===== src/rtl/cms_axis_receiver.sv =====
// AXI-Stream receiver: unpacks {pc, instr, tlast} beats into a small FIFO, counts beats/frames.
// Optional tlast framing checker compiled in with `define CMS_RX_TLAST_CHECK_EN.
module cms_axis_receiver #(
    parameter int unsigned XLEN           = 64,
    parameter int unsigned AXI_DATA_WIDTH = XLEN + 32,
    parameter int unsigned FIFO_DEPTH     = 4
) (
    input  logic                      clk,
    input  logic                      rst_n,
    input  logic                      S_AXIS_tvalid,
    output logic                      S_AXIS_tready,
    input  logic [AXI_DATA_WIDTH-1:0] S_AXIS_tdata,
    input  logic                      S_AXIS_tlast,
    input  logic [31:0]               tlast_interval,
    input  logic                      en,
    output logic                      out_valid,
    input  logic                      out_ready,
    output logic [XLEN-1:0]           out_pc,
    output logic [31:0]               out_instr,
    output logic                      out_last,
    output logic [31:0]               pkt_count,
    output logic [15:0]               frame_count,
    output logic                      tlast_err,
    input  logic                      err_clear
);

    localparam int unsigned AW = (FIFO_DEPTH > 1) ? $clog2(FIFO_DEPTH) : 1;
    localparam int unsigned CW = AW + 1;

    typedef struct packed {
        logic [XLEN-1:0] pc;
        logic [31:0]     instr;
        logic            last;
    } entry_t;

    entry_t          mem [FIFO_DEPTH];
    logic [AW-1:0]   wr_ptr;
    logic [AW-1:0]   rd_ptr;
    logic [CW-1:0]   count;
    logic [CW-1:0]   count_next;
    logic            push;
    logic            pop;
    entry_t          head;

    assign push = S_AXIS_tvalid && S_AXIS_tready;
    assign pop  = out_valid && out_ready;

    always_comb begin
        count_next = count + CW'(push) - CW'(pop);
    end

    // FIFO storage, pointers and the registered ready (no pass-through from pop)
    always_ff @(posedge clk) begin
        if (!rst_n) begin
            for (int i = 0; i < int'(FIFO_DEPTH); i++) begin
                mem[i] <= '0;
            end
            wr_ptr        <= '0;
            rd_ptr        <= '0;
            count         <= '0;
            S_AXIS_tready <= 1'b0;
        end else begin
            if (push) begin
                mem[wr_ptr] <= '{pc:    XLEN'(S_AXIS_tdata[AXI_DATA_WIDTH-1:32]),
                                 instr: S_AXIS_tdata[31:0],
                                 last:  S_AXIS_tlast};
                wr_ptr      <= wr_ptr + AW'(1);
            end
            if (pop) begin
                rd_ptr <= rd_ptr + AW'(1);
            end
            count         <= count_next;
            S_AXIS_tready <= en && (count_next != CW'(FIFO_DEPTH));
        end
    end

    assign head      = mem[rd_ptr];
    assign out_valid = (count != '0);
    assign out_pc    = head.pc;
    assign out_instr = head.instr;
    assign out_last  = head.last;

    // Beat counter saturates, frame counter wraps
    always_ff @(posedge clk) begin
        if (!rst_n) begin
            pkt_count   <= '0;
            frame_count <= '0;
        end else if (push) begin
            if (pkt_count != 32'hFFFF_FFFF) begin
                pkt_count <= pkt_count + 32'd1;
            end
            if (S_AXIS_tlast) begin
                frame_count <= frame_count + 16'd1;
            end
        end
    end

`ifdef CMS_RX_TLAST_CHECK_EN
    typedef enum logic {IDLE, IN_FRAME} state_t;

    state_t      state;
    state_t      state_next;
    logic [31:0] idx;
    logic [31:0] idx_next;
    logic        err_q;
    logic        err_next;
    logic        last_expected;

    always_ff @(posedge clk) begin
        if (!rst_n) begin
            state <= IDLE;
            idx   <= '0;
            err_q <= 1'b0;
        end else begin
            state <= state_next;
            idx   <= idx_next;
            err_q <= err_next;
        end
    end

    // Interval 0 never predicts a frame end, so only tlast resets idx
    always_comb begin
        state_next    = state;
        idx_next      = idx;
        err_next      = err_q && !err_clear;
        last_expected = 1'b0;
        if (push) begin
            last_expected = (tlast_interval != 32'd0) && (idx == tlast_interval - 32'd1);
            if ((tlast_interval != 32'd0) && (S_AXIS_tlast != last_expected)) begin
                err_next = 1'b1;
            end
            if (S_AXIS_tlast || last_expected) begin
                idx_next   = '0;
                state_next = IDLE;
            end else begin
                idx_next   = idx + 32'd1;
                state_next = IN_FRAME;
            end
        end
    end

    assign tlast_err = err_q;
`else
    logic unused_chk;
    assign unused_chk = ^{err_clear, tlast_interval};
    assign tlast_err  = 1'b0;
`endif

endmodule


===== config.mk =====
export PLATFORM = sky130hd
export DESIGN_NAME = cms_axis_receiver
export DESIGN_NICKNAME = d
export VERILOG_FILES = /design/src/rtl/cms_axis_receiver.sv
export SDC_FILE = /design/constraint.sdc
export NUM_CORES = 1
export LEC_CHECK = 0
export ABC_AREA = 1
export BUFFER_PORTS_ARGS = -buffer_cell sky130_fd_sc_hd__clkbuf_2
export CAP_MARGIN = 30
export CORE_AREA = 2 2 190 192
export CTS_CLUSTER_SIZE = 10
export DETAILED_ROUTE_END_ITERATION = 16
export DIE_AREA = 0 0 192 194
export PLACE_DENSITY_LB_ADDON = 0.15
export SLEW_MARGIN = 25
export SYNTH_ARGS = -nofsm -noshare
export SYNTH_HDL_FRONTEND = slang
export SYNTH_SLANG_ARGS = --single-unit

===== constraint.sdc =====
create_clock -name clk -period 12.11 [get_ports clk]
set_clock_uncertainty 0.1 [all_clocks]
set_input_delay 0.6055 -clock clk [delete_from_list [all_inputs] [get_ports clk]]
set_output_delay 0.6055 -clock clk [all_outputs]
set_load 0.01 [all_outputs]

Word-level counts from Yosys, hierarchy flattened
Memory sizes are Yosys's and may differ from the RTL's. A register that Yosys moved wholly into a read port is not among the register bits.
Index checks and enable logic that the tools add are counted.
{"block": "word_totals", "mem_count": 1, "latchBits": 0, "mem_bits_ro": 0, "register_bits": 56, "mem_bits_rw": 388}
{"block": "op_classes", "n_addsub": 6, "order_cmp": 0, "mul": 0, "n_bitwise": 0, "n_mux": 9, "n_reduce_logical": 7, "shifts": 0, "div": 0, "n_eq_ne": 2}
{"name": "mem", "words": 4, "width": 97, "read_ports": 1, "rd_ports_with_merged_regs": 1, "wr": 4, "line": "36", "source": "entry_t mem [FIFO_DEPTH];"}
{"op": "2-to-1 mux 97 bit", "count": 1}
{"op": "OR reduction 97 bit", "count": 1}
{"op": "adder 32 x 1 -> 32 bit, second input constant", "count": 1}
{"op": "!= test 32 bit, second input constant", "count": 1}
{"op": "adder 16 x 1 -> 16 bit, second input constant", "count": 1}
{"op": "2-to-1 mux 2 bit", "count": 3}
{"op": "2-to-1 mux 1 bit", "count": 5}
{"op": "adder 2 x 1 -> 2 bit, second input constant", "count": 2}
{"op": "AND reduction 2 bit", "count": 2}
{"op": "adder 3 x 1 -> 3 bit", "count": 1}
{"op": "logical AND 1 bit", "count": 3}
{"op": "!= test 3 bit, second input constant", "count": 1}
{"op": "nonzero test 3 bit", "count": 1}
{"op": "subtractor 3 x 1 -> 3 bit", "count": 1}

Longest topological paths before layout
{"block": "depth", "depth_word": 6, "ltp_mapped": 12, "depth_no_buf": 12}

Least setup slack after synthesis
No wires, ideal clock.
{"block": "synth_path", "path_kind": "input port to flip-flop", "start": "input S_AXIS_tvalid", "end": "memory mem[3][0] (netlist bit) (enable)", "t_arrival_ns": 7.989, "setup_slack_ns": 3.326, "path_buffers": 1, "stages": 3, "setup_time_ns": 0.695, "cell_sequence": "nand2_2 > buf_2 > o31ai_1"}
{"item": "start, declared", "line": "10", "source": "input logic S_AXIS_tvalid,"}
{"item": "end, declared", "line": "36"}

==> flow_summary.toml <==
[cts]
clk_pin_slew_worst_paths_ps = 60
cts_resized = 0
cts.sinks = 446
cts_root_buffer = "clkbuf_16"
clockBufferDepth = 3
cts_tree = "yes"
post_cts_buffers = 0
clkLatencyLatePin_ps = 560
numCtsBuffers = 50
htreeDepth = 2
cts_hold_buffers = 0

[placed_design]
dp_hpwl_um = 26300
postPlaceCellArea_um2 = 21300
dp_slack_ps = 6970
gp_congestion = 0.847
port_buffers = 248

[worst_setup_path]
cpPeakStageDelay_ps = 770
startpoint_type = "input port"
crit_family = "buffers and inverters"
crit_fanout = 54
worstSetupPathType = "in2reg"
reg2reg_from = "S_AXIS_tready"
cp_cell_sequence = "clkbuf_2 > buf_4 > inv_2 > nor2_2 > clkinv_2 > nor2_2 > nand2_4 > nand2_4 > buf_4"
crit_slowest_cell = "nand2_4"
required_ps = 12190
end_kind = "register"
path_buf_inv = 5
critPathArrivalTime_ps = 4610
startpoint = "rst_n"

[global_routing]
grt_antenna_before_repair = 2
grt.overflow.total = 0
grt_max_degree = 99
grt_pass1_vias = 14600
globalRouteTotalUtil_pct = 25.7
grt_pass1_wl_um = 75000

[pwr]
irDropWorstVdd_v = 0.000111
comb_power_share_pct = 21.1
power.switching_mw = 1.17
seqPwrFrac_pct = 45.6
internal_power_mw = 2.80
swShare_pct = 29.4
p_per_area_nw_per_um2 = 175
p_clk_share_pct = 33.3
leakage_nw = 8.99

[sta]
grt_setup_unrepaired = "false"
setup-tns-final_ps = 0
finalHoldViolations = 0
drv_slew = 0
fmax_mhz = 221
maxSlewHeadroom_pct = 37.6
min_period_ps = 4530
setup_slack_ps = 7580
finalSetupViolCount = 0
worst_pin_slew_ps = 937
finalCritPeriodShare_pct = 37.4

[synth]
syn_nets = 2191
synth-main-ff-cell = "edfxtp_1"
syn_area_per_cell_um2 = 9.62
synth_edf_count = 388
synthTopCellsByArea = "edfxtp_1 (59%), nor2_1 (13%), dfxtp_1 (5.9%), o21ai_0 (5.2%), inv_1 (4.5%)"
synthCells = 2051
synthTopCellsByCount = "nor2_1 (695), edfxtp_1 (388), inv_1 (236), o21ai_0 (206), nand2_1 (122)"
syn-cell-area_um2 = 19700
synth_top_cell_by_area = "edfxtp_1"
synth.most_common_cell = "nor2_1"
ys_ff_latch = 446
async_flop_share_pct = 0
ys_seq_area_share_pct = 64.9
synthDistinctLibCells = 38
yosys.area.top_type_share_pct = 59.0
ys_warn_count = 0

[floorplanning]
core-area_um2 = 35200
io_pins = 283
initial_core_util_pct = 56.0
die-height_um = 194
die_x_um = 192
rows = 69
die-area_um2 = 37200

[detailed_routing]
wl_per_cell_um = 17.5
via_count = 14900
detail-route-antenna-nets = 0
drt-total-wl_um = 47900
first_pass_iters = 5
drc = 0
drt_iter0_markers = 1179
via_per_inst = 5.45

[status]
status = "finished, final reports clean"

[cells_and_area]
design_area_um2 = 22800
antennaDiodeCount = 0
syn2layout_area_growth_pct = 15.3
drive_gt1_share_pct = 15.7
nNetsFinal = 2399

[hold_path]
min_from = "en"
min_path_type = "in2reg"

[job]
drv_cap = 0
## cells in the final DEF, fill, tap and decap left out, drive strengths merged, types with 2 or more instances in the layout
| master | synthesis | routed |
|---|---|---|
| o22ai | 97 | 97 |
| inv | 241 | 239 |
| dfxtp | 58 | 58 |
| clkinv | 1 | 3 |
| nand2 | 128 | 128 |
| and2 | 2 | 2 |
| o21ai | 206 | 206 |
| nor3b | 2 | 2 |
| ha | 4 | 4 |
| nand4 | 8 | 8 |
| nand3 | 39 | 39 |
| buf | 28 | 22 |
| nor3 | 11 | 11 |
| nand3b | 2 | 2 |
| edfxtp | 388 | 388 |
| clkbuf | 86 | 313 |
| xor2 | 3 | 3 |
| a21oi | 35 | 35 |
| nor2 | 704 | 704 |
## registers in the layout (all words and copies together) (netlist names), named ones only
signal and count:
count 3, frame_count 16, rd_ptr 2, S_AXIS_tready 1, wr_ptr 2, pkt_count 32
mem 388
## power by group through the flow
stage / clock network (mW) / logic [mW] / registers, mW
detailed placement: 0 / 0.836 / 1.84
CTS: 1.34 / 0.840 / 1.81
global route: 1.40 / 0.923 / 1.82
global placement: 0 / 0.821 / 1.84
finish: 1.32 / 0.837 / 1.81
floorplan: 0 / 0.517 / 1.84
## kinds of logic (layout without fill, tap and decap cells)
family,after synthesis,in the layout,share of synthesized area [%]
AOI/OAI and AO/OA,341,341,9.31
xor gates and xnor gates,4,4,0.178
adders and majority gates,5,5,0.355
buffers and inverters,356,577,7.06
DFF,446,446,64.9
other,1,1,0.0190
and+or+nand+nor,898,898,18.2
## worst register-to-register path, stage by stage (launching register included)
cell	delay [ps]
dfxtp_1	370
nand2_2	290
nor2_2	230
clkinv_2	720
nor2_2	420
nand2_4	300
nand2_4	770
buf_4	760
## layout make-up
| cell class | instances | area, um^2 |
|---|---|---|
| clock buffers | 65 | 1370 |
| fillers | 2867 | 12500 |
| repair buffers | 270 | 1490 |
| flip-flops and latches | 446 | 12800 |
| inverters | 242 | 918 |
| well taps | 461 | 577 |
| multi-input cells | 1249 | 5580 |
## per-stage QoR
step | utilization, % | hold slack [ps] | total power [mW] | std cells
final | 64.6 | 171 | 3.97 | 2733
after global routing | 64.6 | 159 | 4.14 | 2733
after CTS | 64.5 | 152 | 4.00 | 2731
after detailed placement | 60.6 | 347 | 2.68 | 2666
after global placement | 60.4 | 341 | 2.66 | 2663
after floorplan | - | 336 | 2.35 | 2051
## final timing paths
path	slack [ps]	to	cells past startpoint
worst min-delay path	170	S_AXIS_tready	3
worst max register to register	7750	mem[0][40]	7
worst min register to register	360	register	2
worst max-delay path	7580	mem[0][40]	9
## metal layers
metal | routed length [um] | track usage [%] | up-vias
li1 | - | - | 7179
met4 | 1140 | 8.11 | 4
met1 | 19300 | 32.4 | 7158
met5 | 25 | 0 | -
met3 | 3330 | 4.14 | 83
met2 | 24100 | 45.1 | 462
Power figures use the tool's default switching activity.
